[src/rtl/riscv_mc_controller.sv]
// Multi-cycle RV32I control unit: Moore FSM sequencing the shared-memory datapath,
// with a mem_req/mem_ready handshake, optional memory timeout and illegal-opcode policy.
module riscv_mc_controller #(
    parameter bit          HALT_ON_ILLEGAL = 1'b1,
    parameter int unsigned MEM_TIMEOUT     = 0
) (
    input  logic       clk,
    input  logic       rst,
    input  logic [6:0] opcode,
    input  logic [2:0] func3,
    input  logic [6:0] func7,
    input  logic       zero,
    input  logic       sign,
    input  logic       ltu,
    input  logic       mem_ready,
    output logic       mem_req,
    output logic       mem_write,
    output logic       adr_src,
    output logic       ir_write,
    output logic       pc_write,
    output logic       reg_write,
    output logic [1:0] alu_src_a,
    output logic [1:0] alu_src_b,
    output logic [3:0] alu_control,
    output logic [2:0] imm_src,
    output logic [1:0] result_src,
    output logic       illegal,
    output logic       halted,
    output logic       bus_error,
    output logic [3:0] state
);

    typedef enum logic [3:0] {
        StFetch = 4'd0, StDecode = 4'd1, StMemAdr = 4'd2, StMemRead = 4'd3,
        StMemWb = 4'd4, StMemWrite = 4'd5, StExecR = 4'd6, StExecI = 4'd7,
        StAluWb = 4'd8, StBranch = 4'd9, StJal = 4'd10, StJalr = 4'd11,
        StLink = 4'd12, StLui = 4'd13, StAuipc = 4'd14, StHalt = 4'd15
    } state_t;

    localparam logic [6:0] OpLoad = 7'b0000011, OpStore = 7'b0100011, OpOp = 7'b0110011;
    localparam logic [6:0] OpImm = 7'b0010011, OpBranch = 7'b1100011, OpJal = 7'b1101111;
    localparam logic [6:0] OpJalr = 7'b1100111, OpLui = 7'b0110111, OpAuipc = 7'b0010111;

    // Counter holds up to MEM_TIMEOUT; a 1-bit stub when the timeout is disabled.
    localparam int unsigned CntW = (MEM_TIMEOUT < 2) ? 1 : $clog2(MEM_TIMEOUT + 1);
    localparam logic [CntW-1:0] CntLast = (MEM_TIMEOUT == 0) ? '0 : CntW'(MEM_TIMEOUT - 1);

    state_t            state_q, state_d;
    logic              bus_error_q;
    logic [CntW-1:0]   cnt_q;
    logic              req, wr, irw, pcw, rgw, tout;
    logic              instr_illegal, br_taken;
    logic [3:0]        exec_alu;

    // Decode-time legality check on the registered IR fields
    always_comb begin
        instr_illegal = 1'b0;
        case (opcode)
            OpOp: begin
                if (func7 == 7'b0100000) begin
                    instr_illegal = !(func3 == 3'b000 || func3 == 3'b101);
                end else if (func7 != 7'b0000000) begin
                    instr_illegal = 1'b1;
                end
            end
            OpImm: begin
                if (func3 == 3'b001) begin
                    instr_illegal = (func7 != 7'b0000000);
                end else if (func3 == 3'b101) begin
                    instr_illegal = (func7 != 7'b0000000) && (func7 != 7'b0100000);
                end
            end
            OpBranch: instr_illegal = (func3 == 3'b010) || (func3 == 3'b011);
            OpLoad, OpStore, OpJal, OpJalr, OpLui, OpAuipc: instr_illegal = 1'b0;
            default: instr_illegal = 1'b1;
        endcase
    end

    // Branch condition from ALU flags
    always_comb begin
        case (func3)
            3'b000:  br_taken = zero;
            3'b001:  br_taken = !zero;
            3'b100:  br_taken = sign;
            3'b101:  br_taken = !sign;
            3'b110:  br_taken = ltu;
            3'b111:  br_taken = !ltu;
            default: br_taken = 1'b0;
        endcase
    end

    // ALU operation for register/immediate arithmetic; SUB exists only in R-type
    always_comb begin
        case (func3)
            3'b000:  exec_alu = (opcode == OpOp && func7[5]) ? 4'd1 : 4'd0;
            3'b001:  exec_alu = 4'd7;
            3'b010:  exec_alu = 4'd5;
            3'b011:  exec_alu = 4'd6;
            3'b100:  exec_alu = 4'd4;
            3'b101:  exec_alu = func7[5] ? 4'd9 : 4'd8;
            3'b110:  exec_alu = 4'd3;
            default: exec_alu = 4'd2;
        endcase
    end

    // Next-state and Moore outputs; timeout overrides the normal successor
    always_comb begin
        state_d     = state_q;
        req         = 1'b0;
        wr          = 1'b0;
        adr_src     = 1'b0;
        irw         = 1'b0;
        pcw         = 1'b0;
        rgw         = 1'b0;
        alu_src_a   = 2'd0;
        alu_src_b   = 2'd0;
        alu_control = 4'd0;
        imm_src     = 3'd0;
        result_src  = 2'd0;
        illegal     = 1'b0;
        tout        = 1'b0;
        case (state_q)
            StFetch: begin
                req        = 1'b1;
                alu_src_b  = 2'd2;
                result_src = 2'd2;
                if (mem_ready) begin
                    irw     = 1'b1;
                    pcw     = 1'b1;
                    state_d = StDecode;
                end
            end
            StDecode: begin
                alu_src_a = 2'd1;
                alu_src_b = 2'd1;
                imm_src   = (opcode == OpJal) ? 3'd4 : 3'd2;
                if (instr_illegal) begin
                    illegal = 1'b1;
                    state_d = HALT_ON_ILLEGAL ? StHalt : StFetch;
                end else begin
                    case (opcode)
                        OpLoad, OpStore: state_d = StMemAdr;
                        OpOp:            state_d = StExecR;
                        OpImm:           state_d = StExecI;
                        OpBranch:        state_d = StBranch;
                        OpJal:           state_d = StJal;
                        OpJalr:          state_d = StJalr;
                        OpLui:           state_d = StLui;
                        default:         state_d = StAuipc;
                    endcase
                end
            end
            StMemAdr: begin
                alu_src_a = 2'd2;
                alu_src_b = 2'd1;
                imm_src   = (opcode == OpStore) ? 3'd1 : 3'd0;
                state_d   = (opcode == OpStore) ? StMemWrite : StMemRead;
            end
            StMemRead: begin
                req     = 1'b1;
                adr_src = 1'b1;
                if (mem_ready) state_d = StMemWb;
            end
            StMemWb: begin
                result_src = 2'd1;
                rgw        = 1'b1;
                state_d    = StFetch;
            end
            StMemWrite: begin
                req     = 1'b1;
                wr      = 1'b1;
                adr_src = 1'b1;
                if (mem_ready) state_d = StFetch;
            end
            StExecR, StExecI: begin
                alu_src_a   = 2'd2;
                alu_src_b   = (state_q == StExecI) ? 2'd1 : 2'd0;
                alu_control = exec_alu;
                state_d     = StAluWb;
            end
            StAluWb: begin
                rgw     = 1'b1;
                state_d = StFetch;
            end
            StBranch: begin
                alu_src_a   = 2'd2;
                alu_control = 4'd1;
                pcw         = br_taken;
                state_d     = StFetch;
            end
            StJal: begin
                pcw       = 1'b1;
                alu_src_a = 2'd1;
                alu_src_b = 2'd2;
                state_d   = StAluWb;
            end
            StJalr: begin
                alu_src_a  = 2'd2;
                alu_src_b  = 2'd1;
                result_src = 2'd2;
                pcw        = 1'b1;
                state_d    = StLink;
            end
            StLink: begin
                alu_src_a = 2'd1;
                alu_src_b = 2'd2;
                state_d   = StAluWb;
            end
            StLui, StAuipc: begin
                alu_src_a = (state_q == StLui) ? 2'd3 : 2'd1;
                alu_src_b = 2'd1;
                imm_src   = 3'd3;
                state_d   = StAluWb;
            end
            default: state_d = StHalt;
        endcase
        // A late mem_ready on the last allowed cycle still completes the access.
        if (MEM_TIMEOUT != 0 && req && !mem_ready && cnt_q == CntLast) begin
            tout    = 1'b1;
            state_d = StHalt;
        end
    end

    // State, sticky bus error and wait counter
    always_ff @(posedge clk or posedge rst) begin
        if (rst) begin
            state_q     <= StFetch;
            bus_error_q <= 1'b0;
            cnt_q       <= '0;
        end else begin
            state_q     <= state_d;
            bus_error_q <= bus_error_q | tout;
            if (req && mem_ready) begin
                cnt_q <= '0;
            end else if (MEM_TIMEOUT != 0 && req) begin
                cnt_q <= cnt_q + 1'b1;
            end
        end
    end

    // Strobes drop combinationally while reset is held, even mid-access
    assign mem_req   = req & ~rst;
    assign mem_write = wr & ~rst;
    assign ir_write  = irw & ~rst;
    assign pc_write  = pcw & ~rst;
    assign reg_write = rgw & ~rst;
    assign halted    = (state_q == StHalt);
    assign bus_error = bus_error_q;
    assign state     = state_q;

endmodule

[config.mk]
export PLATFORM = sky130hd
export DESIGN_NAME = riscv_mc_controller
export DESIGN_NICKNAME = d
export VERILOG_FILES = /design/src/rtl/riscv_mc_controller.sv
export SDC_FILE = /design/constraint.sdc
export NUM_CORES = 1
export LEC_CHECK = 0
export CAP_MARGIN = 10
export CORE_MARGIN = 2
export CORE_UTILIZATION = 30
export DETAILED_ROUTE_END_ITERATION = 12
export SYNTH_ARGS = -nofsm -noshare
export SYNTH_HDL_FRONTEND = slang
export SYNTH_SLANG_ARGS = --single-unit
export TNS_END_PERCENT = 5
[constraint.sdc]
create_clock -name clk -period 1.9 [get_ports clk]
set_input_delay 0.38 -clock clk [delete_from_list [all_inputs] [get_ports clk]]
set_output_delay 0.38 -clock clk [all_outputs]
set_load 0.01 [all_outputs]
==> results of run 1 <==
metrics by stage:
| step | instance area [sq um] | setup TNS [ps] |
|---|---|---|
| 6_report | 1920 | -307 |
| 5_1_grt | 1920 | -845 |
| 4_1_cts | 1870 | -850 |
| 3_5_place_dp | 1760 | -8410 |
| 3_3_place_gp | 1760 | -7820 |
| 2_1_floorplan | 907 | 0 |
power by group through the flow:
stage,combinational (mW),sequential [mW],clock (mW)
finish,2.04,0.226,0.108
global route,2.21,0.236,0.113
CTS,1.89,0.229,0.108
detailed placement,1.87,0.223,0
global placement,1.85,0.221,0
floorplan,0.838,0.204,0
metal layers:
metal / track usage / vias up
li1: - / 715
met1: 0.239 / 666
met5: 0 / -
met4: 0.0682 / 0
met3: 0.0153 / 6
met2: 0.444 / 48
timing repair:
action                                  CTS  global route
gates cloned                              0             0
pin swaps                                11            18
gates resized for setup                  93            57
setup buffers                             4             6
endpoints found under the setup margin   26            23
endpoints found under the hold margin     0             0
kinds of logic after synthesis:
kind of cell    synth area share
simple gates               0.419
compound gates             0.281
buf+inv                    0.105
xor+xnor                  0.0579
flops                      0.110
mux                       0.0221
other cells              0.00413
final cells by class:
cell class	instances	area, sq um	share of cell area
Timing Repair Buffer	112	880	0.457
Inverter	7	26.3	0.0137
Tap cell	31	38.8	0.0202
Multi-Input combinational cell	117	852	0.443
Sequential cell	4	104	0.0540
Clock buffer	3	22.5	0.0117
worst max-delay path, stage by stage:
cell	delay, ps
buf_6	90
nand3b_1	160
or3_4	390
o31ai_2	240
nand3_1	120
o21ai_1	80
buf_2	140
final timing paths:
| kind | slack [ps] | start | end | cells after the start |
|---|---|---|---|---|
| setup / recovery | -80 | opcode[3] | alu_control[0] | 7 |
| setup reg to reg | -20 | state[1] | state[2] | 8 |
| hold reg to reg | 720 | state[0] | state[0] | 2 |
| hold / removal | 660 | rst | state[1] | 4 |
| min in group clk | 720 | state[0] | state[0] | 2 |
| max in group asynchronous | 1130 | rst | state[0] | 4 |
cell usage after synthesis (all sizes together), types with 2 or more instances:
| cell | count |
|---|---|
| nor3 | 9 |
| a21oi | 10 |
| and3 | 2 |
| mux2i | 2 |
| clkbuf | 6 |
| xor2 | 2 |
| inv | 7 |
| o21ai | 8 |
| xnor2 | 4 |
| nand3 | 8 |
| nand4 | 2 |
| nor2b | 7 |
| a31oi | 2 |
| nand2b | 3 |
| a21o | 2 |
| o31ai | 4 |
| nor2 | 12 |
| nor4b | 3 |
| and3b | 2 |
| a211oi | 3 |
| dfrtp | 4 |
| nand2 | 15 |
| buf | 7 |
==> flow_metrics.tcl, run 1 <==
set metrics [dict create \
    synth_top_area_share 0.110 \
    wl_met2_mm 1.98 \
    layout_commonest_cell "buf_4" \
    status "complete, but fails checks" \
    power_density_nw_per_um2 1230 \
    switching_share 0.442 \
    rsz0062_at_grt "yes" \
    setup_viol 7 \
    dp_hpwl_mm 2.89 \
    largest_reg_flops 4 \
    cp_max_fo 2 \
    core_area_sq_um 2810 \
    yosysTopAreaCell "dfrtp_1" \
    fillers 264 \
    synthArstFlopShare 1.00 \
    io_buffers 47 \
    cp.arrival_ps 1600 \
    required_ps 1520 \
    clock_skew_ps 1.14 \
    overflow 0 \
    crit_path_end_kind "output port" \
    synth_fp_nets 164 \
    fp.dieH_um 59.0 \
    p_leak_nw 0.953 \
    cts_sinks 4 \
    top_layer "met4" \
    drive_above_1_share 0.535 \
    start_util 0.323 \
    p_int_mw 1.32 \
    dieArea_sq_um 3480 \
    synth_area_leaders "dfrtp_1, nand2_1, a21oi_1" \
    cap_violations 0 \
    firstDrtPassIters 8 \
    cp-start-kind "primary input" \
    cts_root_buffer "clkbuf_4" \
    clk_pin_slew_ps 40 \
    synth_area_sq_um 907 \
    gp_congestion 0.878 \
    final_core_util 0.686 \
    final_cell_mix "buf_4, clkbuf_2, nand2_1, nor2_1, clkdlybuf4s50_1" \
    timing.final.crit_share 1.04 \
    synth_edf_count 0 \
    max_freq_mhz 506 \
    wl_mm 3.68 \
    whs_ps 658 \
    avgSynthCellArea_sq_um 6.43 \
    min_period_ps 1980 \
    place_inst 261 \
    diodes 0 \
    fin_ws_ps -78.1 \
    die-width_um 59.0 \
    yosysWarningCount 0 \
    cts_tree "done" \
    grt_max_degree 11 \
    synth-seq-cells 4 \
    syn_inst 141 \
    yosysUniqueCellTypes 45 \
    avgRoutedWirePerCell_um 13.4 \
    pin_count 49 \
    seq_area_frac_synth 0.110 \
    worstSkewPairLatency_ps 240 \
    wl_met3_um 164 \
    postRouteAntennaNets 0 \
    violations "DRC, setup timing" \
    wl_met1_mm 1.46 \
    seqPwrFrac 0.095 \
    ys.flop_type "dfrtp_1" \
    hold_path.class "primary input to async pin" \
    power.total_mw 2.37 \
    place_ws_ps -895 \
    criticalPathCategory "primary input to output port" \
    drc 4 \
    hold_buffers 0 \
    layout.cells.non_filler 274 \
    drt_first_iter_violations 54 \
    hold_violations 0 \
    grt_pass1_wl_mm 6.11 \
    num_rows 19 \
    net-switching-power_mw 1.05 \
    syn2layout_area_growth_pct 112 \
    ir_drop_mv 0.458 \
    first_global_vias 1457 \
    htreeDepth 1 \
    viasPerCell 5.24 \
    clockBufferDepth 2 \
    clock_power_share 0.046 \
    final_max_slew_viol_count 0 \
    vias 1435 \
    antenna_found_initial 0 \
    fin_nets 268 \
    comb_power_share 0.859 \
    cts_buffers 3 \
    grtUsageTotal 0.221 \
]
No activity file was read; power rests on OpenSTA's default activity.
==> run 2, diff against run 1 <==
clock period = 1.85 ns   (was 1.9 ns; I/O delays follow)
==> flow_metrics.tcl, run 2 (synthesis gave the netlist of run 1 again) <==
set metrics [dict create \
    placed_area_sq_um 1760 \
    diodes 0 \
    final_max_slew_viol_count 0 \
    fin_ws_ps -104 \
    postRouteAntennaNets 0 \
    io_buffers 47 \
    drc 4 \
    drt_first_iter_violations 54 \
    layout.cells.non_filler 279 \
    viasPerCell 5.25 \
    worstSkewPairLatency_ps 240 \
    avgRoutedWirePerCell_um 14.1 \
    setup_viol 10 \
    cts_buffers 3 \
    violations "DRC, setup timing" \
    crit_path_end_kind "output port" \
    rsz0062_at_grt "yes" \
    wl_met2_mm 2.17 \
    layout_commonest_cell "buf_4" \
    whs_ps 657 \
    htreeDepth 1 \
    dieArea_sq_um 3480 \
    hold_path.class "primary input to async pin" \
    grt_pass1_wl_mm 6.21 \
    timing.final.crit_share 1.06 \
    dp_hpwl_mm 2.89 \
    gp_congestion 0.878 \
    grt_max_degree 11 \
    cp_max_fo 4 \
    start_util 0.323 \
    ir_drop_mv 0.517 \
    cts_root_buffer "clkbuf_4" \
    firstDrtPassIters 8 \
    top_layer "met4" \
    finalSetupTns_ps -624 \
    drive_above_1_share 0.560 \
    power_density_nw_per_um2 1290 \
    wl_mm 3.93 \
    final_cell_mix "buf_4, buf_2, nand2_1, nor2_1, clkbuf_2" \
    core_area_sq_um 2810 \
    clk_pin_slew_ps 40 \
    cts_sinks 4 \
    clock_skew_ps 0.140 \
    wl_met1_mm 1.50 \
    largest_reg_flops 4 \
    vias 1465 \
    first_global_vias 1488 \
    hold_violations 0 \
    die-width_um 59.0 \
    clockBufferDepth 2 \
    wl_met3_um 188 \
    grtUsageTotal 0.223 \
    fin_area_sq_um 1980 \
    pin_count 49 \
    overflow 0 \
    p_leak_nw 1.01 \
    fin_nets 273 \
    status "complete, but fails checks" \
    place_ws_ps -925 \
    min_period_ps 1950 \
    antenna_found_initial 0 \
    fp.dieH_um 59.0 \
    criticalPathCategory "register to output port" \
    cp-start-kind "register" \
    max_freq_mhz 512 \
    fillers 252 \
    syn2layout_area_growth_pct 118 \
    cp.arrival_ps 1580 \
    num_rows 19 \
    cts_tree "done" \
    place_inst 261 \
    required_ps 1480 \
    cap_violations 0 \
]
run 2: changes by cell type in the layout (fill, tap and decap cells not counted), moves of 2 or more:
cell	change
buf_2	+7
clkbuf_2	-4
buf_4	+5
dlymetal6s2s_1	+3
clkdlybuf4s50_1	-2
dlygate4sd2_1	-3
run 2: metal layers:
layer	vias up	GRT usage
met4	0	0.0649
li1	720	-
met1	688	0.241
met2	49	0.452
met5	-	0
met3	8	0.0153
run 2: final cells by class:
cell class | count | area, sq um | share of cell area
multi-input cells | 117 | 872 | 0.441
clock buffers | 3 | 22.5 | 0.0114
well taps | 31 | 38.8 | 0.0196
repair buffers | 117 | 913 | 0.462
inverters | 7 | 26.3 | 0.0133
flip-flops and latches | 4 | 104 | 0.0525
run 2: where the power goes:
group,switching (mW),internal (mW)
Clock,0.0368,0.0726
Combinational,1.03,1.21
Sequential,0.0667,0.142
run 2: timing repair:
action | 4_1_cts | 5_1_grt
pin swaps | 13 | 21
gates resized for setup | 107 | 59
hold buffers | 0 | 0
setup endpoints to repair | 27 | 24
setup buffers | 9 | 6
cloned | 0 | 0
run 2: worst paths after layout:
kind / startpoint / end / slack [ps] / depth (start not counted)
worst max-delay path: state[1] / illegal / -100 / 6
worst min-delay path: rst / state[1] / 660 / 4
worst max register to register: state[1] / state[2] / -20 / 7
worst min register to register: state[1] / state[1] / 730 / 3
max in group asynchronous: rst / state[0] / 1080 / 4
min in group clk: state[1] / state[1] / 730 / 3
run 2: critical path: stages (launching register included):
cell	delay (ps)
dfrtp_2	420
buf_6	130
nor4b_4	400
buf_4	180
o21ai_2	50
inv_1	50
buf_2	120
run 2: stage by stage:
stage / total power, mW / utilization
6_report: 2.56 / 0.705
5_1_grt: 2.74 / 0.705
4_1_cts: 2.37 / 0.676
3_5_place_dp: 2.15 / 0.628
3_3_place_gp: 2.12 / 0.628
2_1_floorplan: 1.07 / -
==> run 3, diff against run 2 <==
CTS_BUF_LIST = sky130_fd_sc_hd__clkbuf_4 sky130_fd_sc_hd__clkbuf_8   (was default)
MAX_ROUTING_LAYER = met4   (was default)
==> flow_metrics.tcl, run 3 (synthesis gave the netlist of run 1 again) <==
set metrics [dict create \
    multi_input_area_sq_um 932 \
    antenna_found_initial 0 \
    num_rows 19 \
    clockBufferDepth 2 \
    syn2layout_area_growth_pct 126 \
    fin_ws_ps -162 \
    die-width_um 59.0 \
    ir_drop_mv 0.539 \
    timing.final.crit_share 1.09 \
    first_global_vias 1472 \
    fin_area_sq_um 2050 \
    reg2reg_to "state[0]" \
    hold_violations 0 \
    dieArea_sq_um 3480 \
    dp_hpwl_mm 2.90 \
    cts_buffers 3 \
    io_buffers 47 \
    final_max_slew_viol_count 0 \
    net-switching-power_mw 1.24 \
    avgRoutedWirePerCell_um 14.7 \
    crit_chain "buf_6 > or4_4 > nor3_4 > a211oi_4 > o21ai_2 > inv_1 > buf_2" \
    postRouteAntennaNets 0 \
    tightestPinTransition_ps 502 \
    reg2reg_from "state[1]" \
    p_leak_nw 0.999 \
    critPathTopFamily "simple AND/OR/NAND/NOR gates" \
    viasPerCell 5.40 \
    firstDrtPassIters 8 \
    largest_reg_flops 4 \
    cts_root_buffer "clkbuf_4" \
    power_density_nw_per_um2 1330 \
    wl_mm 4.07 \
    switching_share 0.455 \
    cpPeakStageDelay_ps 530 \
    clock_skew_ps 2.39 \
    clock_power_share 0.043 \
    fillers 237 \
    cp_max_fo 2 \
    r2r_cells 9 \
    gp_congestion 0.899 \
    drive_above_1_share 0.596 \
    status "complete, but fails checks" \
    cap_violations 0 \
    start_util 0.323 \
    grt_max_degree 11 \
    placed_area_sq_um 1750 \
    grtUsageTotal 0.242 \
    htreeDepth 1 \
    crit_start "func7[4]" \
    drc 4 \
    min_period_ps 2010 \
    drt_first_iter_violations 66 \
    finalSetupTns_ps -993 \
    clk_pin_slew_ps 40 \
    setup_viol 17 \
    pin_count 49 \
    core_area_sq_um 2810 \
    final_cell_mix "buf_4, buf_2, buf_6, nand2_1" \
    fin_nets 270 \
    cp_num_cells 7 \
    crit_path_top_delay_cell "or4_4" \
    cts_tree "done" \
    cts_sinks 4 \
    cp.arrival_ps 1640 \
    cp-start-kind "primary input" \
    vias 1490 \
    layout_commonest_cell "buf_4" \
    overflow 0 \
    hold_buffers 0 \
    fp.dieH_um 59.0 \
    ff2ff_setup_slack_ps -50 \
    relSlewSlack 0.665 \
    grt_pass1_wl_mm 6.34 \
    violations "DRC, setup timing" \
    diodes 0 \
    rsz0062_at_grt "yes" \
    worstSetupEndpoint "illegal" \
    worstSkewPairLatency_ps 250 \
    whs_ps 667 \
    max_freq_mhz 497 \
    register_area_sq_um 104 \
    seqPwrFrac 0.085 \
    p_int_mw 1.48 \
    final_core_util 0.731 \
    hold_path.class "primary input to async pin" \
    required_ps 1480 \
    comb_power_share 0.872 \
    criticalPathCategory "primary input to output port" \
    crit_path_end_kind "output port" \
    critPathBufInv 3 \
]
==> run 3: cell count changes in the layout (fill, tap and decap cells not counted), sizes merged <==
cell           delta
buf               +1
clkbuf            -2
clkdlybuf4s15     -1
clkdlybuf4s50     +1
dlymetal6s2s      -2
==> run 3: routing by layer <==
metal	track usage	routed length, um	vias to the layer above
met2	0.444	2200	49
met5	-	0	-
met4	0.117	114	0
met1	0.266	1590	711
met3	0.0109	165	12
li1	-	-	718
==> run 3: timing repair <==
| action | 4_1_cts | 5_1_grt |
|---|---|---|
| endpoints found under the hold margin | 0 | 0 |
| buffers inserted | 12 | 3 |
| pin swaps | 14 | 23 |
| endpoints found under the setup margin | 27 | 26 |
| gates resized for setup | 141 | 53 |
==> run 3: worst min path at each step <==
stage | start | to | slack [ps] | cells after the start
after floorplan | rst | state[0] | 140 | 1
after global placement | state[1] | state[1] | 740 | 2
after detailed placement | state[1] | state[1] | 750 | 2
after CTS | rst | state[2] | 630 | 4
after global routing | rst | state[2] | 700 | 4
final | rst | state[2] | 670 | 4
==> run 3: metrics by stage <==
stage | power (mW) | instances | worst slack (ps)
CTS | 2.43 | 274 | -184
floorplan | 1.07 | 141 | 6.83
global placement | 2.11 | 260 | -861
detailed placement | 2.14 | 260 | -914
global route | 2.91 | 276 | -187
finish | 2.72 | 276 | -162
==> run 3: cell type report <==
class,count,share of cell area
multi-input combinational,117,0.455
timing repair buffer,114,0.449
sequential,4,0.0507
tap,31,0.0189
inverter,7,0.0153
clock buffer,3,0.0110
==> run 3: tightest hold or removal path: stages <==
cell and delay (ps):
clkdlybuf4s50_1 460, buf_4 180, inv_1 90, buf_4 140
==> run 3: power groups by stage <==
stage | Sequential (mW) | Clock (mW) | Combinational (mW)
after floorplan | 0.210 | 0 | 0.861
after global placement | 0.227 | 0 | 1.88
after detailed placement | 0.231 | 0 | 1.91
after CTS | 0.230 | 0.118 | 2.09
after global routing | 0.238 | 0.122 | 2.55
final | 0.231 | 0.118 | 2.37
